<file path="src/rtl/mem_arb_pkg.sv">
// Shared state encoding, arbitration-mode constants and sizing helpers
// for the memory request arbiter.
package mem_arb_pkg;

    typedef enum logic [1:0] {
        ST_IDLE = 2'd0,
        ST_BUSY = 2'd1,
        ST_RESP = 2'd2
    } arb_state_e;

    localparam int unsigned MODE_FIXED = 0;
    localparam int unsigned MODE_RR    = 1;

    localparam int unsigned MASK_W  = 2;
    localparam int unsigned CNT_W   = 4;
    localparam int unsigned CNT_MAX = 15;

    // Index width for a channel count, never below one bit.
    function automatic int unsigned idx_width(input int unsigned n);
        return (n > 1) ? $clog2(n) : 1;
    endfunction

endpackage

</file>
<file path="src/rtl/arb_priority_picker.sv">
// Winner selection: round-robin rotate-and-encode, or fixed priority with
// starvation override.
module arb_priority_picker
    import mem_arb_pkg::*;
#(
    parameter int unsigned N_CHANNELS = 2,
    parameter int unsigned MODE       = MODE_RR,
    localparam int unsigned IDX_W     = idx_width(N_CHANNELS)
) (
    input  logic [N_CHANNELS-1:0] req,
    input  logic [N_CHANNELS-1:0] starve,
    input  logic [IDX_W-1:0]      last_grant,
    output logic                  grant_valid_c,
    output logic [IDX_W-1:0]      grant_idx_c
);

    logic [2*N_CHANNELS-1:0] doubled;
    logic [N_CHANNELS-1:0]   cand;
    logic [IDX_W-1:0]        start;
    logic [IDX_W-1:0]        enc;
    logic [IDX_W:0]          sum;

    // Rotate so the search origin lands at bit 0, encode lowest set bit,
    // then undo the rotation modulo the channel count.
    always_comb begin
        doubled = {req, req};
        start   = '0;
        cand    = '0;
        enc     = '0;
        sum     = '0;
        if (MODE == MODE_RR) begin
            start = (last_grant >= IDX_W'(N_CHANNELS - 1)) ? '0 : last_grant + IDX_W'(1);
            cand  = N_CHANNELS'(doubled >> start);
        end else begin
            cand = (|starve) ? starve : req;
        end
        for (int i = N_CHANNELS - 1; i >= 0; i--) begin
            if (cand[i]) enc = IDX_W'(i);
        end
        sum = {1'b0, start} + {1'b0, enc};
        if (sum >= (IDX_W + 1)'(N_CHANNELS)) sum = sum - (IDX_W + 1)'(N_CHANNELS);
        grant_idx_c   = IDX_W'(sum);
        grant_valid_c = |req;
    end

endmodule

</file>
<file path="src/rtl/mem_request_arbiter.sv">
// Multi-channel memory request arbiter: one access in flight at a time,
// IDLE -> BUSY (bus held until ready) -> RESP (one-cycle done pulse).
module mem_request_arbiter
    import mem_arb_pkg::*;
#(
    parameter int unsigned N_CHANNELS   = 2,
    parameter int unsigned ADDRESS_BITS = 16,
    parameter int unsigned BITS         = 16,
    parameter int unsigned MODE         = MODE_RR,
    parameter int unsigned STARVE_LIMIT = 4
) (
    input  logic                           CLK,
    input  logic                           RSTb,
    input  logic [N_CHANNELS-1:0]          ch_valid,
    input  logic [N_CHANNELS-1:0]          ch_wr,
    input  logic [N_CHANNELS*ADDRESS_BITS-1:0] ch_address,
    input  logic [N_CHANNELS*BITS-1:0]     ch_data,
    input  logic [N_CHANNELS*MASK_W-1:0]   ch_wr_mask,
    output logic [N_CHANNELS-1:0]          ch_done,
    output logic [BITS-1:0]                ch_rdata,
    input  logic                           hold,
    output logic [ADDRESS_BITS-1:0]        memory_address,
    output logic [BITS-1:0]                memory_out,
    output logic                           memory_wr,
    output logic [MASK_W-1:0]              memory_wr_mask,
    output logic                           memory_valid,
    input  logic [BITS-1:0]                memory_in,
    input  logic                           memory_ready
);

    localparam int unsigned IDX_W = idx_width(N_CHANNELS);

    arb_state_e state_q, state_d;
    logic       grant_c;
    logic       pick_valid_c;
    logic [IDX_W-1:0] pick_idx_c;
    logic [IDX_W-1:0] win_idx_q;
    logic [IDX_W-1:0] last_grant_q;
    logic [N_CHANNELS-1:0][CNT_W-1:0] loss_q;
    logic [N_CHANNELS-1:0] starve_c;

    logic [ADDRESS_BITS-1:0] addr_arr [N_CHANNELS];
    logic [BITS-1:0]         data_arr [N_CHANNELS];
    logic [MASK_W-1:0]       mask_arr [N_CHANNELS];

    // Unpack channel slices and flag channels that have lost too often.
    always_comb begin
        for (int i = 0; i < N_CHANNELS; i++) begin
            addr_arr[i] = ch_address[i*ADDRESS_BITS +: ADDRESS_BITS];
            data_arr[i] = ch_data[i*BITS +: BITS];
            mask_arr[i] = ch_wr_mask[i*MASK_W +: MASK_W];
            starve_c[i] = ch_valid[i] && (loss_q[i] >= CNT_W'(STARVE_LIMIT));
        end
    end

    arb_priority_picker #(
        .N_CHANNELS (N_CHANNELS),
        .MODE       (MODE)
    ) u_picker (
        .req           (ch_valid),
        .starve        (starve_c),
        .last_grant    (last_grant_q),
        .grant_valid_c (pick_valid_c),
        .grant_idx_c   (pick_idx_c)
    );

    always_ff @(posedge CLK or negedge RSTb) begin
        if (!RSTb) state_q <= ST_IDLE;
        else       state_q <= state_d;
    end

    always_comb begin
        state_d = state_q;
        grant_c = 1'b0;
        case (state_q)
            ST_IDLE: begin
                if (!hold && pick_valid_c) begin
                    grant_c = 1'b1;
                    state_d = ST_BUSY;
                end
            end
            ST_BUSY: if (memory_ready) state_d = ST_RESP;
            ST_RESP: state_d = ST_IDLE;
            default: state_d = ST_IDLE;
        endcase
    end

    // Grant capture, bus registers, completion pulse and loss bookkeeping.
    always_ff @(posedge CLK or negedge RSTb) begin
        if (!RSTb) begin
            win_idx_q      <= '0;
            last_grant_q   <= IDX_W'(N_CHANNELS - 1);
            loss_q         <= '0;
            memory_valid   <= 1'b0;
            memory_wr      <= 1'b0;
            memory_wr_mask <= '0;
            memory_address <= '0;
            memory_out     <= '0;
            ch_done        <= '0;
            ch_rdata       <= '0;
        end else begin
            ch_done <= '0;
            if (grant_c) begin
                win_idx_q      <= pick_idx_c;
                last_grant_q   <= pick_idx_c;
                memory_valid   <= 1'b1;
                memory_address <= addr_arr[pick_idx_c];
                memory_out     <= data_arr[pick_idx_c];
                memory_wr      <= ch_wr[pick_idx_c];
                memory_wr_mask <= mask_arr[pick_idx_c];
                for (int i = 0; i < N_CHANNELS; i++) begin
                    if (IDX_W'(i) == pick_idx_c)
                        loss_q[i] <= '0;
                    else if (ch_valid[i] && (loss_q[i] != CNT_W'(CNT_MAX)))
                        loss_q[i] <= loss_q[i] + CNT_W'(1);
                end
            end
            if ((state_q == ST_BUSY) && memory_ready) begin
                memory_valid       <= 1'b0;
                ch_done[win_idx_q] <= 1'b1;
                if (!memory_wr) ch_rdata <= memory_in;
            end
        end
    end

endmodule

</file>
<file path="config.mk">
export PLATFORM = sky130hd
export DESIGN_NAME = mem_request_arbiter
export DESIGN_NICKNAME = d
export VERILOG_FILES = /design/src/rtl/mem_arb_pkg.sv /design/src/rtl/arb_priority_picker.sv /design/src/rtl/mem_request_arbiter.sv
export SDC_FILE = /design/constraint.sdc
export NUM_CORES = 1
export LEC_CHECK = 0
export CORE_MARGIN = 3
export CORE_UTILIZATION = 38
export DETAILED_ROUTE_END_ITERATION = 16
export PLACE_DENSITY = 0.86
export SETUP_SLACK_MARGIN = 0.2
export SLEW_MARGIN = 20
export SYNTH_ARGS = -nofsm -noshare
export SYNTH_HDL_FRONTEND = slang
export SYNTH_SLANG_ARGS = --single-unit
</file>
<file path="constraint.sdc">
create_clock -name CLK -period 1.71 [get_ports CLK]
set_input_delay 0.342 -clock CLK [delete_from_list [all_inputs] [get_ports CLK]]
set_output_delay 0.342 -clock CLK [all_outputs]
set_load 0.05 [all_outputs]
</file>
==> metrics.cfg, run 1 <==
[sta]
fin_crit_ps = 1420
fin_ws_ps = 292
worstMarginPinSlew_ps = 375
max-slew-margin-rel_pct = 75.0
finalSetupTns_ps = 0
rsz0062_at_grt = false
hold_viol = 0
period_share_pct = 82.9
finalHoldWorstSlack_ps = 14.7
setup_violations = 0
finClkSkew_ps = 7.31
max_clock_freq_ghz = 0.705
slew_violations = 0

[yosys]
ys_seq_area_share_pct = 58.0
synth_cell_types = 22
syn-cell-area_um2 = 2500
synthTopCellsByArea = dfrtp_1 57%, nand2_1 10%, a31oi_1 8.7%
avgSynthCellArea_um2 = 10.1
synth_top_cell_area_share_pct = 56.9
synth_edf_count = 0
ys_warn_count = 0
ys_ff_latch = 58
synthFlopType = dfrtp_1
synthArstFlopShare_pct = 100
synth_nets = 340
netlist_instances = 248
synth_area_leader_cell = dfrtp_1

[place]
port-buffer-count = 145
pre_cts_slack_ps = -97.0
postPlaceCellArea_um2 = 3920
hpwl_um = 5340
gp_congestion = 0.750

[clock_network]
root_buffer = clkbuf_8
clock_path_buffers = 2
numCtsBuffers = 9
cts_tree = done
clk_pin_slew_worst_paths_ps = 70
clk_latency_ps = 330
htreeDepth = 3
cts.sinks = 58
ctsHoldBuffers = 0

[worst_setup_path]
path_cells = clkdlybuf4s50_1 -> nand2b_1 -> a21o_1 -> buf_4 -> nand2_1 -> a31oi_1
regToRegEndpoint = memory_address[8]
path_class = input pin to register
worstRegToRegCells = 4
max_stage_delay_ps = 480
startpoint_type = input pin
crit_fanout = 13
worstPathArrival_ps = 1670
required_ps = 1960
r2r-start = state_q[1]
cp_slowest_cell = clkdlybuf4s50_1
r2r_slack_ps = 310
end_kind = register

[cells_and_area]
syn_to_final_growth_pct = 68.6
mostFrequentLayoutCells = 90 x clkdlybuf4s50_1, 70 x nand2_1, 60 x buf_4, 57 x dfrtp_1, 39 x nor2_1
drive_gt1_share_pct = 25.3
n_antenna_cell = 0
final_common_cell = clkdlybuf4s50_1
fin_nets = 494
design_area_um2 = 4220

[status]
outcome = completed

[route]
maxUsedRoutingLayer = met4
met1Wirelength_um = 2910
viasPerCell = 4.90
vias = 2363
firstDrtPassIters = 4
route.met2.wl_um = 3650
drc = 0
wl_per_cell_um = 15.3
drtIter0Drc = 61
met3_length_um = 637
antenna_left = 0
wl_um = 7370

[die]
start_util_pct = 40.6
die_area_um2 = 7600
die_h_um = 87.2
placeableCoreArea_um2 = 6170
fp-row-count = 28
fp.dieW_um = 87.2
ios = 146

[global_routing]
grt_pass1_wl_um = 10900
grt_start_max_net_pins = 53
first_global_vias = 2370
track_usage_pct = 18.8
grt_overflow = 0
grt_antenna_before_repair = 0

[power_and_ir_drop]
p_per_area_nw_per_um2 = 1990
total_power_uw = 8410
ir_drop_v = 0.00164
p_leak_uw = 0.00190

[worst_hold_path]
hp-class = input pin to asynchronous set/reset pin

[flow_run]
maxCapViolCount = 0

==> cells in the mapped netlist (2+ instances only) <==
cell type  number
a31oi_1        35
buf_6           2
nor2_1         39
a21oi_1         2
dfrtp_1        57
buf_2           6
buf_4           8
nand2_1        70
a21o_1          2
mux2_1          4
mux2_2         12
==> layer usage <==
metal	global-route usage, %	vias up
met3	5.01	18
met5	0	-
met4	9.48	0
met1	20.7	1092
li1	-	1136
met2	33.2	117
==> per-stage QoR <==
stage | utilization, % | std cells
after floorplan | - | 248
after global placement | 63.6 | 462
after detailed placement | 63.6 | 462
after CTS | 67.7 | 478
after global routing | 68.5 | 482
final | 68.5 | 482
==> registers in the layout, indices dropped and copies added (netlist names) <==
signal          cells
state_q             2
memory_address     16
win_idx_q           1
memory_valid        1
memory_wr_mask      2
ch_rdata           16
ch_done             2
memory_out         16
last_grant_q        1
memory_wr           1
==> worst max-delay path by stage <==
| stage | from | end | cells past startpoint |
|---|---|---|---|
| floorplan | memory_wr | ch_rdata[0] | 3 |
| global placement | ch_valid[1] | memory_address[8] | 6 |
| detailed placement | ch_valid[1] | memory_address[8] | 6 |
| CTS | ch_valid[1] | memory_address[8] | 6 |
| global route | ch_valid[0] | memory_address[5] | 6 |
| finish | ch_valid[0] | memory_address[6] | 6 |
==> critical path: cells and delay by family <==
kind	cells	cell delay, ps
buffers and inverters	2	690
AO/OA/AOI/OAI	2	370
AND/OR/NAND/NOR	2	250
==> kinds of logic (layout without fill, tap and decap cells) <==
family | count (synthesis) | count (layout) | synth area share, %
flip-flops | 58 | 58 | 58.0
AND/OR/NAND/NOR | 117 | 117 | 19.8
buffers and inverters | 17 | 176 | 4.65
multiplexers | 16 | 16 | 7.19
AO/OA/AOI/OAI | 40 | 40 | 10.4
==> area by class of cell <==
class                   instances  area, um^2
clock buffers                  11         151
well taps                      75        93.8
multi-input cells             173         936
repair buffers                159        1490
flip-flops and latches         58        1450
clock inverters                 5         100
inverters                       1        3.75
fillers                       507        1940
==> what timing repair did <==
item	in CTS	in global routing
buffers inserted	0	2
endpoints found under the hold margin	0	0
gates resized for setup	0	3
setup endpoints to repair	0	14
==> power by group <==
part	switching [uW]	internal (uW)	total, uW
logic	2990	1500	4490
registers	356	1980	2340
clock network	537	1040	1580
No activity file was read; power rests on OpenSTA's default activity.
==> run 2, diff against run 1 <==
--- a/config.mk
+++ b/config.mk
@@ -6,9 +6,9 @@
 export NUM_CORES = 1
 export LEC_CHECK = 0
 export CORE_MARGIN = 3
-export CORE_UTILIZATION = 38
+export CORE_UTILIZATION = 34
 export DETAILED_ROUTE_END_ITERATION = 16
-export PLACE_DENSITY = 0.86
+export PLACE_DENSITY = 0.81
 export SETUP_SLACK_MARGIN = 0.2
 export SLEW_MARGIN = 20
 export SYNTH_ARGS = -nofsm -noshare
==> constraint.sdc (replaced) <==
create_clock -name CLK -period 1.25 [get_ports CLK]
set_input_delay 0.25 -clock CLK [delete_from_list [all_inputs] [get_ports CLK]]
set_output_delay 0.25 -clock CLK [all_outputs]
set_load 0.05 [all_outputs]
==> run 2 against run 1 <==
Effect of this change: the run now ends with negative setup slack left; total power increased by 75%; setup slack lost 420 ps; non-clock buffer count up 33; register-to-register slack lost 440 ps; cell area increased by 29%; highest routed layer unchanged.
==> metrics.cfg, run 2 (synthesis results as in run 1) <==
[sta]
finalSetupTns_ps = -4250  ; -4250 ps
max_clock_freq_ghz = 0.727
period_share_pct = 110
finClkSkew_ps = 4.38  ; -2.93 ps
setup_violations = 53  ; +53
rsz0062_at_grt = true
worstMarginPinSlew_ps = 246  ; -129 ps
max-slew-margin-rel_pct = 83.5  ; +8.4 points
fin_ws_ps = -126  ; -418 ps
slew_violations = 0  ; unchanged
fin_crit_ps = 1380
hold_viol = 0  ; unchanged

[cells_and_area]
fin_nets = 527  ; +6.7%
n_antenna_cell = 0  ; unchanged
final_common_cell = clkdlybuf4s50_1
postLayoutCoreUtil_pct = 78.0  ; +9.5 points
nFillCells = 432  ; -15%
syn_to_final_growth_pct = 118
drive_gt1_share_pct = 34.3  ; +9.0 points
mostFrequentLayoutCells = 87 x clkdlybuf4s50_1, 70 x nand2_1, 63 x buf_12, 54 x dfrtp_1, 34 x nor2_1
top_regs = ch_rdata: 16 flops, memory_address: 16 flops, memory_out: 16 flops

[die]
fp.dieW_um = 91.8  ; +5.3%
start_util_pct = 35.9  ; -4.7 points
ios = 146  ; unchanged
fp-row-count = 30  ; +7.1%
die_area_um2 = 8430  ; +11%
die_h_um = 91.8  ; +5.3%
placeableCoreArea_um2 = 6980  ; +13%

[global_routing]
grt_pass1_wl_um = 13900  ; +27%
grt_antenna_before_repair = 0  ; unchanged
grt_start_max_net_pins = 38  ; -28%
first_global_vias = 2721  ; +15%
track_usage_pct = 21.0  ; +2.2 points
grt_overflow = 0  ; unchanged

[clock_network]
clock_path_buffers = 2  ; unchanged
cts_tree = done
numCtsBuffers = 9  ; unchanged
htreeDepth = 3  ; unchanged
clk_pin_slew_worst_paths_ps = 60  ; about the same
root_buffer = clkbuf_8
clk_latency_ps = 320  ; about the same
cts.sinks = 58  ; unchanged

[worst_setup_path]
crit_fanout = 11  ; -2
required_ps = 1470  ; -490 ps
cp_top_family = flip-flops
cp_slowest_cell = dfrtp_2
path_cells = nor4_4 -> buf_6 -> buf_12 -> nor2_1 -> a31oi_1
startpoint_type = register
end_kind = register
path_class = register to register
max_stage_delay_ps = 450  ; -30 ps
worstPathArrival_ps = 1600  ; -70 ps
cp.buffers_inverters = 2  ; unchanged

[place]
gp_congestion = 0.752  ; +0.29%
hpwl_um = 6070  ; +14%
port-buffer-count = 145  ; unchanged
pre_cts_slack_ps = -470  ; -373 ps

[power_and_ir_drop]
p_per_area_nw_per_um2 = 2700  ; +36%
ir_drop_v = 0.00120  ; -27%
p_leak_uw = 0.00239  ; +26%
total_power_uw = 14700  ; +75%

[route]
wl_um = 9300  ; +26%
antenna_left = 0  ; unchanged
drc = 0  ; unchanged
wl_per_cell_um = 17.3  ; +13%
firstDrtPassIters = 4  ; unchanged
viasPerCell = 4.85  ; -1.1%
drtIter0Drc = 136  ; +120%
vias = 2598  ; +9.9%

[status]
outcome = finished, violations left
failed_checks = negative setup slack

[flow_run]
maxCapViolCount = 0  ; unchanged

[worst_hold_path]
hp-class = register to register

==> run 2: changes by cell type in the layout (fill, tap and decap cells not counted), sizes merged <==
cell	delta
buf	+31
clkbuf	+4
clkdlybuf4s50	-3
dlygate4sd2	+3
bufinv	-2
clkinv	-1
dlygate4sd3	+1
==> run 2: per-stage QoR <==
step	std cells	area [um^2]	hold WS, ps
final	536	5450	445
after global routing	536	5450	449
after CTS	520	5210	448
after detailed placement	488	4710	258
after global placement	488	4710	250
after floorplan	248	2530	-45.6
==> run 2: what timing repair did <==
action / 4_1_cts / 5_1_grt
pin swaps: 3 / 1
hold buffers: 1 / 0
endpoints found under the setup margin: 109 / 109
cloned: 3 / 2
endpoints found under the hold margin: 57 / 0
buffers inserted: 12 / 14
gates resized for setup: 34 / 11
==> run 2: path summary, 6_finish.rpt <==
| path | cells after the start | from | end | slack (ps) |
|---|---|---|---|---|
| hold / removal | 1 | win_idx_q | ch_done[0] | 440 |
| hold reg to reg | 1 | win_idx_q | ch_done[0] | 440 |
| setup / recovery | 5 | state_q[0] | memory_out[14] | -130 |
| setup reg to reg | 5 | state_q[0] | memory_out[14] | -130 |
| min in group asynchronous | 3 | RSTb | ch_done[1] | 460 |
| max in group asynchronous | 3 | RSTb | last_grant_q | 540 |
==> run 2: layer usage <==
layer / global-route usage, % / wire, um / up-vias
met5: 0 / 0 / -
met4: 6.56 / 168 / 0
met3: 6.56 / 675 / 16
met2: 39.1 / 5210 / 114
met1: 22.4 / 3250 / 1262
li1: - / - / 1206
==> run 2: final cells by class <==
cell class | instances | area, um^2 | area share [%]
timing repair buffer | 192 | 2570 | 47.2
multi-input combinational | 173 | 1100 | 20.2
clock buffer | 14 | 163 | 2.99
tap | 96 | 120 | 2.20
sequential | 58 | 1460 | 26.7
clock inverter | 2 | 35.0 | 0.643
inverter | 1 | 3.75 | 0.0689
==> run 2: report_power, final <==
part	internal (uW)	switching, uW	leakage, uW	total, uW
clock network	1030	696	0.000101	1730
registers	2720	960	0.000663	3680
logic	4800	4510	0.00163	9310
==> run 3, diff against run 2 <==
--- a/config.mk
+++ b/config.mk
@@ -5,6 +5,7 @@
 export SDC_FILE = /design/constraint.sdc
 export NUM_CORES = 1
 export LEC_CHECK = 0
+export CAP_MARGIN = 20
 export CORE_MARGIN = 3
 export CORE_UTILIZATION = 34
 export DETAILED_ROUTE_END_ITERATION = 16
==> results of run 3 <==
Same layout as run 2: the final DEF is identical, and so are final timing and power.
